[src/rtl/fir_tap_loader_if.sv]
// Host/FIR-side bus of the FIR coefficient loader: tap-burst write port,
// frame boundary strobe, coefficient read port and load status.
interface fir_tap_loader_if #(
  parameter int unsigned ADDR_W = 10
);
  logic              frame_sync;
  logic              tap_wr_cmd;
  logic [31:0]       tap_wr_addr;
  logic              tap_wr_vld;
  logic [31:0]       tap_wr_data;
  logic [ADDR_W-1:0] coef_rd_addr;
  logic [31:0]       coef_rd_data;
  logic              active_bank;
  logic              swap_pend;
  logic              load_done;
  logic              load_err;
  logic [15:0]       load_cnt;
  logic [15:0]       err_cnt;

  modport master (
    output frame_sync, tap_wr_cmd, tap_wr_addr, tap_wr_vld, tap_wr_data, coef_rd_addr,
    input  coef_rd_data, active_bank, swap_pend, load_done, load_err, load_cnt, err_cnt
  );

  modport slave (
    input  frame_sync, tap_wr_cmd, tap_wr_addr, tap_wr_vld, tap_wr_data, coef_rd_addr,
    output coef_rd_data, active_bank, swap_pend, load_done, load_err, load_cnt, err_cnt
  );
endinterface

[src/rtl/fir_tap_loader.sv]
// Double-buffered FIR coefficient store: bursts fill the shadow bank, a verified
// complete load is swapped in at the next frame boundary.
module fir_tap_loader #(
  parameter int unsigned TAP_NUM = 64,
  parameter int unsigned ADDR_W  = 10
) (
  input logic             clk_100m,
  input logic             rst_100m,
  fir_tap_loader_if.slave bus
);
  localparam int unsigned CNT_W = $clog2(TAP_NUM + 1);
  localparam int unsigned IDX_W = $clog2(TAP_NUM);
  localparam logic [31:0] BIAS_TAG = 32'hFFFF_0000;

  typedef enum logic [1:0] {IDLE, LOAD, PEND} state_t;

  state_t           state, state_n;
  logic [CNT_W-1:0] beat_cnt, beat_cnt_n;
  logic             ovf, ovf_n;
  logic             active_bank, active_bank_n;
  logic             swap_pend, swap_pend_n;
  logic             load_done, load_done_n;
  logic             load_err, load_err_n;
  logic [15:0]      load_cnt, load_cnt_n;
  logic [15:0]      err_cnt, err_cnt_n;
  logic             cmd_prev;
  logic [31:0]      coef_rd_data;
  logic             wr_en_c;
  logic             start_c;
  logic             fall_c;

  logic [31:0] bank0 [TAP_NUM];
  logic [31:0] bank1 [TAP_NUM];

  // cmd_prev keeps tracking through reset so a burst still in flight is not a new start
  always_ff @(posedge clk_100m) cmd_prev <= bus.tap_wr_cmd;

  assign start_c = bus.tap_wr_cmd & ~cmd_prev & (bus.tap_wr_addr != BIAS_TAG);
  assign fall_c  = ~bus.tap_wr_cmd & cmd_prev;

  always_ff @(posedge clk_100m) begin
    if (rst_100m) begin
      state       <= IDLE;
      beat_cnt    <= '0;
      ovf         <= 1'b0;
      active_bank <= 1'b0;
      swap_pend   <= 1'b0;
      load_done   <= 1'b0;
      load_err    <= 1'b0;
      load_cnt    <= '0;
      err_cnt     <= '0;
    end else begin
      state       <= state_n;
      beat_cnt    <= beat_cnt_n;
      ovf         <= ovf_n;
      active_bank <= active_bank_n;
      swap_pend   <= swap_pend_n;
      load_done   <= load_done_n;
      load_err    <= load_err_n;
      load_cnt    <= load_cnt_n;
      err_cnt     <= err_cnt_n;
    end
  end

  always_comb begin
    state_n       = state;
    beat_cnt_n    = beat_cnt;
    ovf_n         = ovf;
    active_bank_n = active_bank;
    swap_pend_n   = swap_pend;
    load_done_n   = 1'b0;
    load_err_n    = 1'b0;
    load_cnt_n    = load_cnt;
    err_cnt_n     = err_cnt;
    wr_en_c       = 1'b0;
    case (state)
      IDLE: begin
        if (start_c) begin
          state_n    = LOAD;
          beat_cnt_n = '0;
          ovf_n      = 1'b0;
          swap_pend_n = 1'b0;
        end
      end
      LOAD: begin
        if (fall_c) begin
          if ((32'(beat_cnt) == TAP_NUM) && !ovf) begin
            state_n     = PEND;
            swap_pend_n = 1'b1;
          end else begin
            state_n    = IDLE;
            load_err_n = 1'b1;
            err_cnt_n  = (err_cnt == 16'hFFFF) ? err_cnt : err_cnt + 16'd1;
          end
        end else if (bus.tap_wr_vld) begin
          if (32'(beat_cnt) < TAP_NUM) begin
            wr_en_c    = 1'b1;
            beat_cnt_n = beat_cnt + CNT_W'(1);
          end else begin
            ovf_n = 1'b1;
          end
        end
      end
      PEND: begin
        // swap first, so a coincident new burst targets the freshly retired bank
        if (bus.frame_sync) begin
          active_bank_n = ~active_bank;
          load_done_n   = 1'b1;
          load_cnt_n    = (load_cnt == 16'hFFFF) ? load_cnt : load_cnt + 16'd1;
          swap_pend_n   = 1'b0;
          state_n       = IDLE;
        end
        if (start_c) begin
          state_n     = LOAD;
          beat_cnt_n  = '0;
          ovf_n       = 1'b0;
          swap_pend_n = 1'b0;
        end
      end
      default: state_n = IDLE;
    endcase
  end

  // shadow bank write; bank contents survive reset
  always_ff @(posedge clk_100m) begin
    if (!rst_100m && wr_en_c) begin
      if (active_bank) bank0[IDX_W'(beat_cnt)] <= bus.tap_wr_data;
      else             bank1[IDX_W'(beat_cnt)] <= bus.tap_wr_data;
    end
  end

  always_ff @(posedge clk_100m) begin
    if (rst_100m) begin
      coef_rd_data <= '0;
    end else if (32'(bus.coef_rd_addr) >= TAP_NUM) begin
      coef_rd_data <= '0;
    end else if (active_bank) begin
      coef_rd_data <= bank1[IDX_W'(bus.coef_rd_addr)];
    end else begin
      coef_rd_data <= bank0[IDX_W'(bus.coef_rd_addr)];
    end
  end

  assign bus.coef_rd_data = coef_rd_data;
  assign bus.active_bank  = active_bank;
  assign bus.swap_pend    = swap_pend;
  assign bus.load_done    = load_done;
  assign bus.load_err     = load_err;
  assign bus.load_cnt     = load_cnt;
  assign bus.err_cnt      = err_cnt;
endmodule

[src/flat_wrapper.sv]
// flat-port wrapper written by rule: the top's interface ports become plain ports
module fir_tap_loader_flat 
#(
  parameter int unsigned TAP_NUM = 64,
  parameter int unsigned ADDR_W  = 10
)
  (clk_100m, rst_100m, bus_frame_sync, bus_tap_wr_cmd, bus_tap_wr_addr, bus_tap_wr_vld, bus_tap_wr_data, bus_coef_rd_addr, bus_coef_rd_data, bus_active_bank, bus_swap_pend, bus_load_done, bus_load_err, bus_load_cnt, bus_err_cnt);
  fir_tap_loader_if #(.ADDR_W(ADDR_W)) bus_i ();
  input logic clk_100m;
  input logic rst_100m;
  input wire logic [$bits(bus_i.frame_sync)-1:0] bus_frame_sync;
  input wire logic [$bits(bus_i.tap_wr_cmd)-1:0] bus_tap_wr_cmd;
  input wire logic [$bits(bus_i.tap_wr_addr)-1:0] bus_tap_wr_addr;
  input wire logic [$bits(bus_i.tap_wr_vld)-1:0] bus_tap_wr_vld;
  input wire logic [$bits(bus_i.tap_wr_data)-1:0] bus_tap_wr_data;
  input wire logic [$bits(bus_i.coef_rd_addr)-1:0] bus_coef_rd_addr;
  output wire logic [$bits(bus_i.coef_rd_data)-1:0] bus_coef_rd_data;
  output wire logic [$bits(bus_i.active_bank)-1:0] bus_active_bank;
  output wire logic [$bits(bus_i.swap_pend)-1:0] bus_swap_pend;
  output wire logic [$bits(bus_i.load_done)-1:0] bus_load_done;
  output wire logic [$bits(bus_i.load_err)-1:0] bus_load_err;
  output wire logic [$bits(bus_i.load_cnt)-1:0] bus_load_cnt;
  output wire logic [$bits(bus_i.err_cnt)-1:0] bus_err_cnt;
  assign bus_i.frame_sync = bus_frame_sync;
  assign bus_i.tap_wr_cmd = bus_tap_wr_cmd;
  assign bus_i.tap_wr_addr = bus_tap_wr_addr;
  assign bus_i.tap_wr_vld = bus_tap_wr_vld;
  assign bus_i.tap_wr_data = bus_tap_wr_data;
  assign bus_i.coef_rd_addr = bus_coef_rd_addr;
  assign bus_coef_rd_data = bus_i.coef_rd_data;
  assign bus_active_bank = bus_i.active_bank;
  assign bus_swap_pend = bus_i.swap_pend;
  assign bus_load_done = bus_i.load_done;
  assign bus_load_err = bus_i.load_err;
  assign bus_load_cnt = bus_i.load_cnt;
  assign bus_err_cnt = bus_i.err_cnt;
  fir_tap_loader #(.TAP_NUM(TAP_NUM), .ADDR_W(ADDR_W)) u_core (.clk_100m(clk_100m), .rst_100m(rst_100m), .bus(bus_i));
endmodule
[config.mk]
export PLATFORM = sky130hd
export DESIGN_NAME = fir_tap_loader_flat
export DESIGN_NICKNAME = d
export VERILOG_FILES = /design/src/rtl/fir_tap_loader_if.sv /design/src/rtl/fir_tap_loader.sv /design/src/flat_wrapper.sv
export SDC_FILE = /design/constraint.sdc
export NUM_CORES = 2
export LEC_CHECK = 0
export CAP_MARGIN = 20
export CORE_MARGIN = 2
export CORE_UTILIZATION = 25
export CTS_CLUSTER_DIAMETER = 40
export CTS_CLUSTER_SIZE = 12
export DETAILED_ROUTE_END_ITERATION = 16
export SLEW_MARGIN = 10
export SYNTH_ARGS = -nofsm -noshare
export SYNTH_HDL_FRONTEND = slang
export SYNTH_SLANG_ARGS = --single-unit
[constraint.sdc]
create_clock -name clk_100m -period 6 [get_ports clk_100m]
set_clock_uncertainty 0.2 [all_clocks]
set_input_delay 1.2 -clock clk_100m [delete_from_list [all_inputs] [get_ports clk_100m]]
set_output_delay 1.2 -clock clk_100m [all_outputs]
set_load 0.03 [all_outputs]
==> impl_metrics.py <==
metrics = {
    "power": {
        "irDropWorstVdd_mv": 0.307,
        "power_frac_clock": 0.459,
        "p_int_uw": 50600,
        "p_seq_frac": 0.495,
        "switching_share": 0.218,
        "pwr-share-comb": 0.046,
        "power_leakage_uw": 0.0598,
        "power_density_mw_per_mm2": 337,
        "p_switching_uw": 14100,
    },
    "synth": {
        "synth_edf_count": 4096,
        "syn_area_per_cell_um2": 20.5,
        "synth_top_cell_area_share": 0.765,
        "ys_seq_area_frac": 0.775,
        "netlist_area_mm2": 0.161,
        "synthArstFlopShare": 0,
        "yosys.area.top_type": "edfxtp_1",
        "ys.flop_type": "edfxtp_1",
        "synthCells": 7835,
        "synthesis.nets": 7918,
        "synth-warning-count": 0,
        "yosysUniqueCellTypes": 62,
        "synth-seq-cells": 4175,
        "synth.area.top_cells": "edfxtp_1 (76%), mux4_2 (9.3%), mux2i_1 (4.1%)",
    },
    "finish": {
        "multi_input_area_mm2": 0.0346,
        "drive_gt1_frac": 0.248,
        "layout.nets": 8520,
        "synthToLayoutAreaGrowth_pct": 19.3,
        "n_fill_cell": 61937,
        "seq_area_mm2": 0.125,
    },
    "placed_design": {
        "place_hpwl_um": 285000,
        "pre_cts_slack_ns": 0.564,
        "port-buffer-count": 146,
        "place.gp.congestion": 0.827,
    },
    "drt": {
        "viasPerCell": 4.76,
        "vias": 82985,
        "drtIter0Drc": 11622,
        "routed_wl_um": 466000,
        "firstDrtPassIters": 5,
        "drtAntennaViolNets": 0,
        "wl_per_cell_um": 26.8,
        "drc_errors": 0,
    },
    "timing": {
        "layout_min_cycle_time_ns": 4.27,
        "rsz0062_at_grt": "false",
        "tightest_slew_ns": 1.34,
        "setup_viol": 0,
        "finalWorstSetupSlack_ns": 1.73,
        "finalCritPeriodShare": 0.711,
        "max_slew_margin": 0.108,
        "final_hold_viol_count": 0,
        "fmax_ghz": 0.234,
        "holdWs_ns": 0.306,
        "finalSetupTns_ns": 0,
        "drv_slew": 0,
    },
    "setup_path": {
        "r2r_setup_slack_ns": 1.96,
        "worst_ep_required_time_ns": 6.39,
        "start_kind": "input pin",
        "path_class": "input pin to register",
        "path_max_fanout": 32,
        "endpoint_kind": "register",
        "arrival_ns": 4.66,
    },
    "clock_network": {
        "cts_sinks": 4175,
        "clk_path_buf_depth": 4,
        "clk_transition_reported_paths_ns": 0.05,
        "cts_hold_buf": 0,
        "cts.repair.resized": 0,
        "clock_latency_ns": 1.04,
        "htreeDepth": 5,
        "root_buffer": "clkbuf_16",
        "cts_tree": "yes",
        "cts_buffers": 485,
        "postCtsSetupBuffers": 0,
    },
    "die": {
        "dieWidth_um": 806,
        "die_h_um": 806,
        "die_area_mm2": 0.650,
        "initial_core_util": 0.251,
        "io_pins": 147,
        "rows": 294,
        "placeableCoreArea_mm2": 0.641,
    },
    "flow_run": {
        "drv_cap": 0,
    },
    "outcome": {
        "status": "completed",
    },
    "global_routing": {
        "grt_pass1_vias": 80645,
        "grt_usage": 0.138,
        "grt_max_degree": 129,
        "grt_overflow": 0,
        "antenna_found_initial": 56,
        "grt_pass1_wl_um": 646000,
    },
    "worst_hold_path": {
        "hold_class": "register to register",
    },
}
## cell usage after synthesis (all sizes together) (3+ instances only)
library cell and instances:
nand4 16, edfxtp 4096, and2 6, o221ai 128
a22oi 202, nand3 77, a211oi 100, inv 9
or3b 3, clkbuf 191, buf 278, nand3b 8
mux2 125, and3 5, or2 5, nor2 186
and4 8, a221o 31, nor4 11, o21ai 107
nand2 227, a31oi 56, mux2i 657, o22ai 188
nor3 69, nor2b 42, xor2 19, a2bb2oi 28
ha 4, dfxtp 79, or3 10, mux4 667
o31ai 30, xnor2 10, nand2b 6, a21oi 133
## critical path, stage by stage
cell and delay (ns):
clkdlybuf4s50_1 0.53, nand2b_1 0.20, nand3b_1 0.26, nand3b_1 0.30
nor2_1 0.34, nand2_1 0.70, nor2_4 1.06
## metal layers
| metal | up-vias | part of all wire | global-route usage |
|---|---|---|---|
| met4 | 8 | 0.028 | 0.0382 |
| met3 | 574 | 0.085 | 0.0226 |
| met1 | 44388 | 0.41 | 0.192 |
| met2 | 3929 | 0.47 | 0.223 |
| li1 | 34086 | - | - |
| met5 | - | 0.00011 | 0 |
## flip-flops by register name, summed over array words and instances, names as in the netlist
signal / cells
u_core.bank0: 2048
u_core.bank1: 2048
u_core.bus.coef_rd_data: 32
u_core.bus.err_cnt: 16
u_core.bus.load_cnt: 16
u_core.beat_cnt: 7
u_core.state: 2
u_core.bus.active_bank: 1
u_core.bus.load_done: 1
u_core.bus.load_err: 1
u_core.bus.swap_pend: 1
u_core.cmd_prev: 1
u_core.ovf: 1
## placed cells by master, fill, tap and decap left out, drive strengths merged, types with 6 or more instances in the layout
master / n
nor2: 186
o21ai: 107
edfxtp: 4096
xor2: 19
mux2: 125
nor3: 69
dfxtp: 79
a22oi: 202
a211oi: 100
bufinv: 59
buf: 477
nand3b: 8
or3: 10
mux2i: 657
nor2b: 42
diode: 30
a2bb2oi: 28
a31oi: 56
clkbuf: 569
nor4: 11
inv: 54
a221o: 31
o31ai: 30
and4: 8
mux4: 667
nand2b: 6
a21oi: 133
clkinv: 149
o22ai: 188
o221ai: 128
clkinvlp: 39
xnor2: 10
nand2: 227
nand4: 16
nand3: 77
and2: 6
clkdlybuf4s50: 107
## final cells by class
type	instances	area share
diodes	30	0.000391
clock buffers	569	0.0658
clock inverters	291	0.0187
inverters	10	0.000209
multi-input cells	3181	0.180
flip-flops and latches	4175	0.649
well taps	8584	0.0560
repair buffers	584	0.0293
## metrics by stage
step | utilization | area [µm²] | instances | power, µW
2_1_floorplan | - | 161000 | 7835 | 34100
3_3_place_gp | 0.273 | 175000 | 16518 | 35700
3_5_place_dp | 0.274 | 175000 | 16524 | 35700
4_1_cts | 0.299 | 192000 | 17384 | 65100
5_1_grt | 0.299 | 192000 | 17409 | 66400
6_report | 0.299 | 192000 | 17424 | 64800
## power groups by stage
stage	logic, µW	registers, µW	clock network [µW]
after floorplan	1490	32600	0
after global placement	3010	32600	0
after detailed placement	3030	32600	0
after CTS	3040	32000	30100
after global routing	3160	32000	31200
final	3010	32000	29700
## cells by family after synthesis
logic type | synth area share
compound gates | 0.0440
xor+xnor | 0.00158
fa+ha+maj | 0.000311
buf+inv | 0.0167
flops | 0.775
mux | 0.143
simple gates | 0.0195
## worst paths after layout
kind	from	endpoint	cells after the start
max reg2reg	u_core.beat_cnt[0]	u_core.bank1[53][8]	5
min reg2reg	u_core.bus.swap_pend	u_core.bus.swap_pend	2
min	u_core.bus.swap_pend	u_core.bus.swap_pend	2
max	bus_tap_wr_cmd	u_core.bank0[44][3]	7
(Power assumes the default switching activity.)
